==> src/rtl/shift_deser.sv <==
// Serial-in / parallel-out deserializer: assembles W-bit words MSB- or LSB-first from a
// qualified bit stream and holds each finished word in a one-entry valid/ready output register.
module shift_deser #(
  parameter int unsigned W = 4
) (
  input  logic         clk,
  input  logic         rst_n,
  input  logic         sin,
  input  logic         sin_valid,
  input  logic         sframe,
  input  logic         dir,
  input  logic         q_ready,
  input  logic         ovf_clr,
  output logic [W-1:0] q,
  output logic         q_valid,
  output logic         ovf,
  output logic         frame_err,
  output logic         busy
);

  localparam int unsigned CW = (W > 2) ? $clog2(W) : 1;
  localparam logic [CW-1:0] LAST = CW'(W - 1);

  logic [W-1:0]  sreg;
  logic [CW-1:0] cnt;
  logic          dir_l;

  logic          start_c;
  logic          restart_c;
  logic          dir_eff_c;
  logic [W-1:0]  base_c;
  logic [W-1:0]  shifted_c;
  logic          complete_c;
  logic          pop_c;
  logic [CW-1:0] cnt_nxt_c;

  // Bit-0 detection, shift-direction selection and word-completion decode.
  always_comb begin
    start_c    = 1'b0;
    restart_c  = 1'b0;
    dir_eff_c  = dir_l;
    base_c     = sreg;
    shifted_c  = sreg;
    complete_c = 1'b0;
    cnt_nxt_c  = cnt;
    pop_c      = q_valid & q_ready;

    start_c   = sin_valid & ((cnt == '0) | sframe);
    restart_c = sin_valid & sframe & (cnt != '0);
    if (start_c) begin
      dir_eff_c = dir;
      base_c    = '0;
    end
    shifted_c = dir_eff_c ? {sin, base_c[W-1:1]} : {base_c[W-2:0], sin};

    if (sin_valid) begin
      if (start_c) begin
        cnt_nxt_c = CW'(1);
      end else if (cnt == LAST) begin
        cnt_nxt_c  = '0;
        complete_c = 1'b1;
      end else begin
        cnt_nxt_c = cnt + CW'(1);
      end
    end
  end

  // Shift register, bit counter and latched direction.
  always_ff @(posedge clk or negedge rst_n) begin
    if (!rst_n) begin
      sreg  <= '0;
      cnt   <= '0;
      dir_l <= 1'b0;
    end else if (sin_valid) begin
      sreg <= shifted_c;
      cnt  <= cnt_nxt_c;
      if (start_c) begin
        dir_l <= dir;
      end
    end
  end

  // One-entry output register; a pop and a completion on the same edge refill without a bubble.
  always_ff @(posedge clk or negedge rst_n) begin
    if (!rst_n) begin
      q         <= '0;
      q_valid   <= 1'b0;
      ovf       <= 1'b0;
      frame_err <= 1'b0;
    end else begin
      frame_err <= restart_c;
      if (complete_c && (!q_valid || pop_c)) begin
        q       <= shifted_c;
        q_valid <= 1'b1;
      end else if (pop_c) begin
        q_valid <= 1'b0;
      end
      if (complete_c && q_valid && !pop_c) begin
        ovf <= 1'b1;
      end else if (ovf_clr) begin
        ovf <= 1'b0;
      end
    end
  end

  assign busy = (cnt != '0);

endmodule

==> config.mk <==
export PLATFORM = sky130hd
export DESIGN_NAME = shift_deser
export DESIGN_NICKNAME = d
export VERILOG_FILES = /design/src/rtl/shift_deser.sv
export SDC_FILE = /design/constraint.sdc
export NUM_CORES = 1
export LEC_CHECK = 0
export CORE_MARGIN = 1
export CORE_UTILIZATION = 47
export CTS_BUF_LIST = sky130_fd_sc_hd__clkbuf_4 sky130_fd_sc_hd__clkbuf_8 sky130_fd_sc_hd__clkbuf_16
export DETAILED_ROUTE_END_ITERATION = 8
export PLACE_DENSITY_LB_ADDON = 0.08
export SYNTH_ARGS = -nofsm -noshare
export SYNTH_HDL_FRONTEND = slang
export SYNTH_SLANG_ARGS = --single-unit
==> constraint.sdc <==
create_clock -name clk -period 1.9 [get_ports clk]
set_clock_uncertainty 0.15 [all_clocks]
set_input_delay 0.38 -clock clk [delete_from_list [all_inputs] [get_ports clk]]
set_output_delay 0.38 -clock clk [all_outputs]
set_load 0.02 [all_outputs]
==> Word level (Yosys, flattened, before mapping) <==
Cells that the tools add are included.
{ "word_totals": {"reg_bits": 14, "latch_bits": 0, "ram_bits": 0, "romBits": 0, "inputBits": 8, "output_inout_bits": 8, "n_memories": 0} }
{ "classes": {"add_sub_neg": 1, "n_mul": 0, "n_div": 0, "n_lt_le_gt_ge": 0, "eq_ne": 1, "n_shift": 0, "n_mux": 12, "bitwise": 5, "n_reduce_logical": 10} }
{ "ops": {"columns": ["operator", "n"], "rows": [
  ["1-bit two-way mux", 8],
  ["4-bit two-way mux", 2],
  ["2-bit nonzero test", 3],
  ["1-bit AND", 4],
  ["2-bit two-way mux", 2],
  ["1-bit logical AND", 3],
  ["2-bit by 1-bit adder with 2-bit output (second input constant)", 1],
  ["2-bit equality test (second input constant)", 1],
  ["1-bit logical NOT", 2],
  ["2-bit logical NOT", 1],
  ["1-bit logical OR", 1],
  ["1-bit OR", 1]
]} }

==> Logic depth before layout (Yosys ltp) <==
{ "depth": {"ltp_word": 8, "mapped_depth": 6, "depth_no_buf": 5} }

==> Least setup slack after synthesis <==
Ideal clock, no wire load.
{ "synth_path": {"kind": "reg-to-reg", "from": "register cnt[0]", "to": "register q[1]", "setup_time_ns": 0.125, "arrival_ns": 1.428, "t_required_ns": 1.625, "slack_ns": 0.197, "path_stages_with_launch": 7, "path_buffers": 1, "path_cell_list": "dfrtp_1 -> inv_1 -> ha_1 -> nor2_2 -> and4_4 -> buf_6 -> mux2_4"} }
{ "synth_between": {"elab_chain_cells": 6} }
{ "synth_rtl": {"columns": ["item", "line", "source"], "rows": [
  ["from (decl)", "25", "logic [CW-1:0] cnt;"],
  ["from (signal assigned)", "76", "cnt <= cnt_nxt_c;"],
  ["2-bit logical NOT", "48", "start_c = sin_valid & ((cnt == '0) | sframe);"],
  ["1-bit OR", "48", null],
  ["1-bit AND", "48", null],
  ["1-bit two-way mux", "57", "if (start_c) begin"],
  ["1-bit two-way mux", "56", "if (sin_valid) begin"],
  ["1-bit logical AND", "92", "if (complete_c && (!q_valid || pop_c)) begin"],
  ["to (signal assigned)", "93", "q <= shifted_c;"],
  ["to (decl)", "14", "output logic [W-1:0] q,"]
]} }
Several ways; a longest one is shown, not always the timed one.
A chain may end at the register's enable or synchronous reset.

==> Worst setup path after layout <==
{ "layout_path": {"from": "register q_valid", "to": "output q_valid"} }
{ "layout_rtl": {"columns": ["item", "line", "source"], "rows": [
  ["from (decl)", "15", "output logic q_valid,"],
  ["from (signal assigned)", "87", "q_valid <= 1'b0;"],
  ["from (signal assigned)", "94", "q_valid <= 1'b1;"],
  ["from (signal assigned)", "96", "q_valid <= 1'b0;"]
]} }
No word-level cell between the ends.

==> reports/results.ini <==
[layout]
seq_area_um2 = 350.3
fillCellCount = 107
fin_util = 0.6782
nNetsFinal = 92
diodes = 0
fin_area_um2 = 904.6
layout.cells.non_filler = 96
syn2layout_area_growth_pct = 31.93
multi_input_area_um2 = 286.5
layout-drive-gt1-share = 0.2346

[clock_network]
hold_buffers = 0
clk_latency_ns = 0.28
clockBufferDepth = 2
cts_tree = built
h-tree-depth = 1
clk_pin_slew_ns = 0.09
cts_made_buffers = 3
cts-root-buf = clkbuf_4
clock_sinks = 14

[flow_run]
maxCapViolations = 0

[floorplanning]
fp.dieH_um = 40.20
floorplan.initialDensity = 0.5141
core_um2 = 1334
ioPinCount = 16
num_rows = 13
die-area_um2 = 1616
dieWidth_um = 40.20

[power_and_ir_drop]
leakage_nw = 0.4145
power.density_nw_per_um2 = 1149
ir_drop_uv = 737.7
fin_total_pwr_mw = 1.039

[worst_setup_path]
r2r-end = q[2]
cp-end-kind = output pin
required_ns = 1.37
critPathLaunchType = register
cp-endpoint = q_valid
cpPeakStageDelay_ns = 0.60
worstRegToRegCells = 6
cp_max_fo = 2
timing.rr.start = cnt[0]
cp_top_family = buffers and inverters
path_cells = clkdlybuf4s50_1
path_buf_inv = 1
cp-startpoint = q_valid
slowest_stage = clkdlybuf4s50_1
arrival_ns = 1.24
rrSetupSlack_ns = 0.14
path_depth = 1
path_class = reg -> out

[grt]
gr-total-overflow = 0
antenna_found_initial = 0
grt_pass1_wl_mm = 1.807
grt.total_usage = 0.1809
grt_pass1_vias = 412
grt_max_degree = 15

[detailed_routing]
drc_errors = 0
first_pass_iters = 3
vias = 503
wire_per_inst_um = 13.36
drt-total-wl_mm = 1.283
drt_iter0_markers = 13
via_per_inst = 5.240
drtAntennaViolNets = 0

[hold_path]
min_path_type = in -> async

[sta]
final-max-slew-violation-count = 0
layout_min_cycle_time_ns = 1.768
setup_violations = 0
hold_viol = 0
whs_ns = 0.2487
fin_crit_sh = 0.9303
fmax_mhz = 565.7
worstMarginPinSlew_ns = 0.2368
fin_ws_ns = 0.1323
setup_tns_ns = 0
rsz0062_at_grt = false
slew_headroom = 0.8414

[logic_synthesis]
synth_cell_types = 24
syn-num-nets = 70
synth_warnings = 0
syn-cell-area_um2 = 685.7
yosysTopAreaCell = dfrtp_1
synth_area_leaders = dfrtp_1, mux2_4, mux2i_1
yosys.area.top_type_share = 0.5109
ys_seq_elements = 14
synth_cells = 60
synth_seq_area_share = 0.5109
avgSynthCellArea_um2 = 11.43

[placement]
routabilityCongestion = 0.7958
dp_hpwl_um = 971.5
post-place-ws_ns = 0.03080
dpl_cell_area_um2 = 873.3
port_buffers = 15
dpl.cell_count = 92

[status]
outcome = finished clean

==> sequential cells by signal, indices dropped and copies added (netlist names) <==
signal and flops:
frame_err 1, ovf 1, q_valid 1, q 4
dir_l 1, sreg 4, cnt 2
==> synthesized netlist by cell type, drive strengths merged <==
| cell type | instances |
|---|---|
| o211ai | 3 |
| nand3b | 1 |
| clkbuf | 1 |
| a31oi | 2 |
| dfrtp | 14 |
| and3 | 1 |
| a41oi | 1 |
| mux2i | 4 |
| nand2 | 2 |
| a21oi | 1 |
| nand3 | 2 |
| buf | 3 |
| and4 | 1 |
| o21a | 2 |
| nand2b | 1 |
| o22ai | 1 |
| nor2 | 5 |
| o21ai | 2 |
| ha | 2 |
| inv | 6 |
| mux2 | 5 |
==> worst min path at each step <==
| stage | to | slack [ns] | cells past startpoint |
|---|---|---|---|
| 2_1_floorplan | cnt[0] | -0.07 | 0 |
| 3_3_place_gp | q[2] | 0.35 | 1 |
| 3_5_place_dp | q[2] | 0.34 | 1 |
| 4_1_cts | q_valid | 0.25 | 2 |
| 5_1_grt | q[1] | 0.29 | 2 |
| 6_report | q_valid | 0.25 | 2 |
==> cells in the final DEF, fill, tap and decap left out, types with 3 or more instances in the layout <==
cell,count
dfrtp_1,14
clkdlybuf4s50_1,14
inv_1,6
buf_4,6
mux2i_1,4
nor2_1,4
o211ai_1,3
mux2_4,3
clkbuf_4,3
==> what timing repair did <==
action,CTS,global route
gates resized for setup,1,2
buffers inserted,0,0
endpoints found under the setup margin,1,1
==> layer usage <==
layer / part of all wire / track usage / up-vias
li1: - / - / 252
met1: 0.49 / 0.2351 / 233
met2: 0.43 / 0.2702 / 14
met3: 0.056 / 0.03333 / 4
met4: 0.022 / 0.1250 / 0
met5: 0 / 0 / -
==> cells by family (layout without fill, tap and decap cells) <==
kind of cell	Yosys count	in the layout	synth area share
and+or+nand+nor	13	13	0.1022
muxes	9	9	0.1569
AOI/OAI and AO/OA	12	12	0.1223
buffers and inverters	10	31	0.07116
adders and majority gates	2	2	0.03649
DFF	14	14	0.5110
==> area by class of cell <==
type	count	area share
flip-flops and latches	14	0.3873
inverters	6	0.02490
multi-input cells	36	0.3167
repair buffers	21	0.2102
well taps	15	0.02075
clock buffers	4	0.04011
==> report_power, final <==
group | leakage, nW | total [mW] | internal, mW | switching [mW]
Sequential | 0.175 | 0.432 | 0.378 | 0.0536
Clock | 0.0210 | 0.217 | 0.117 | 0.100
Combinational | 0.219 | 0.390 | 0.210 | 0.181
(Power assumes the default switching activity.)
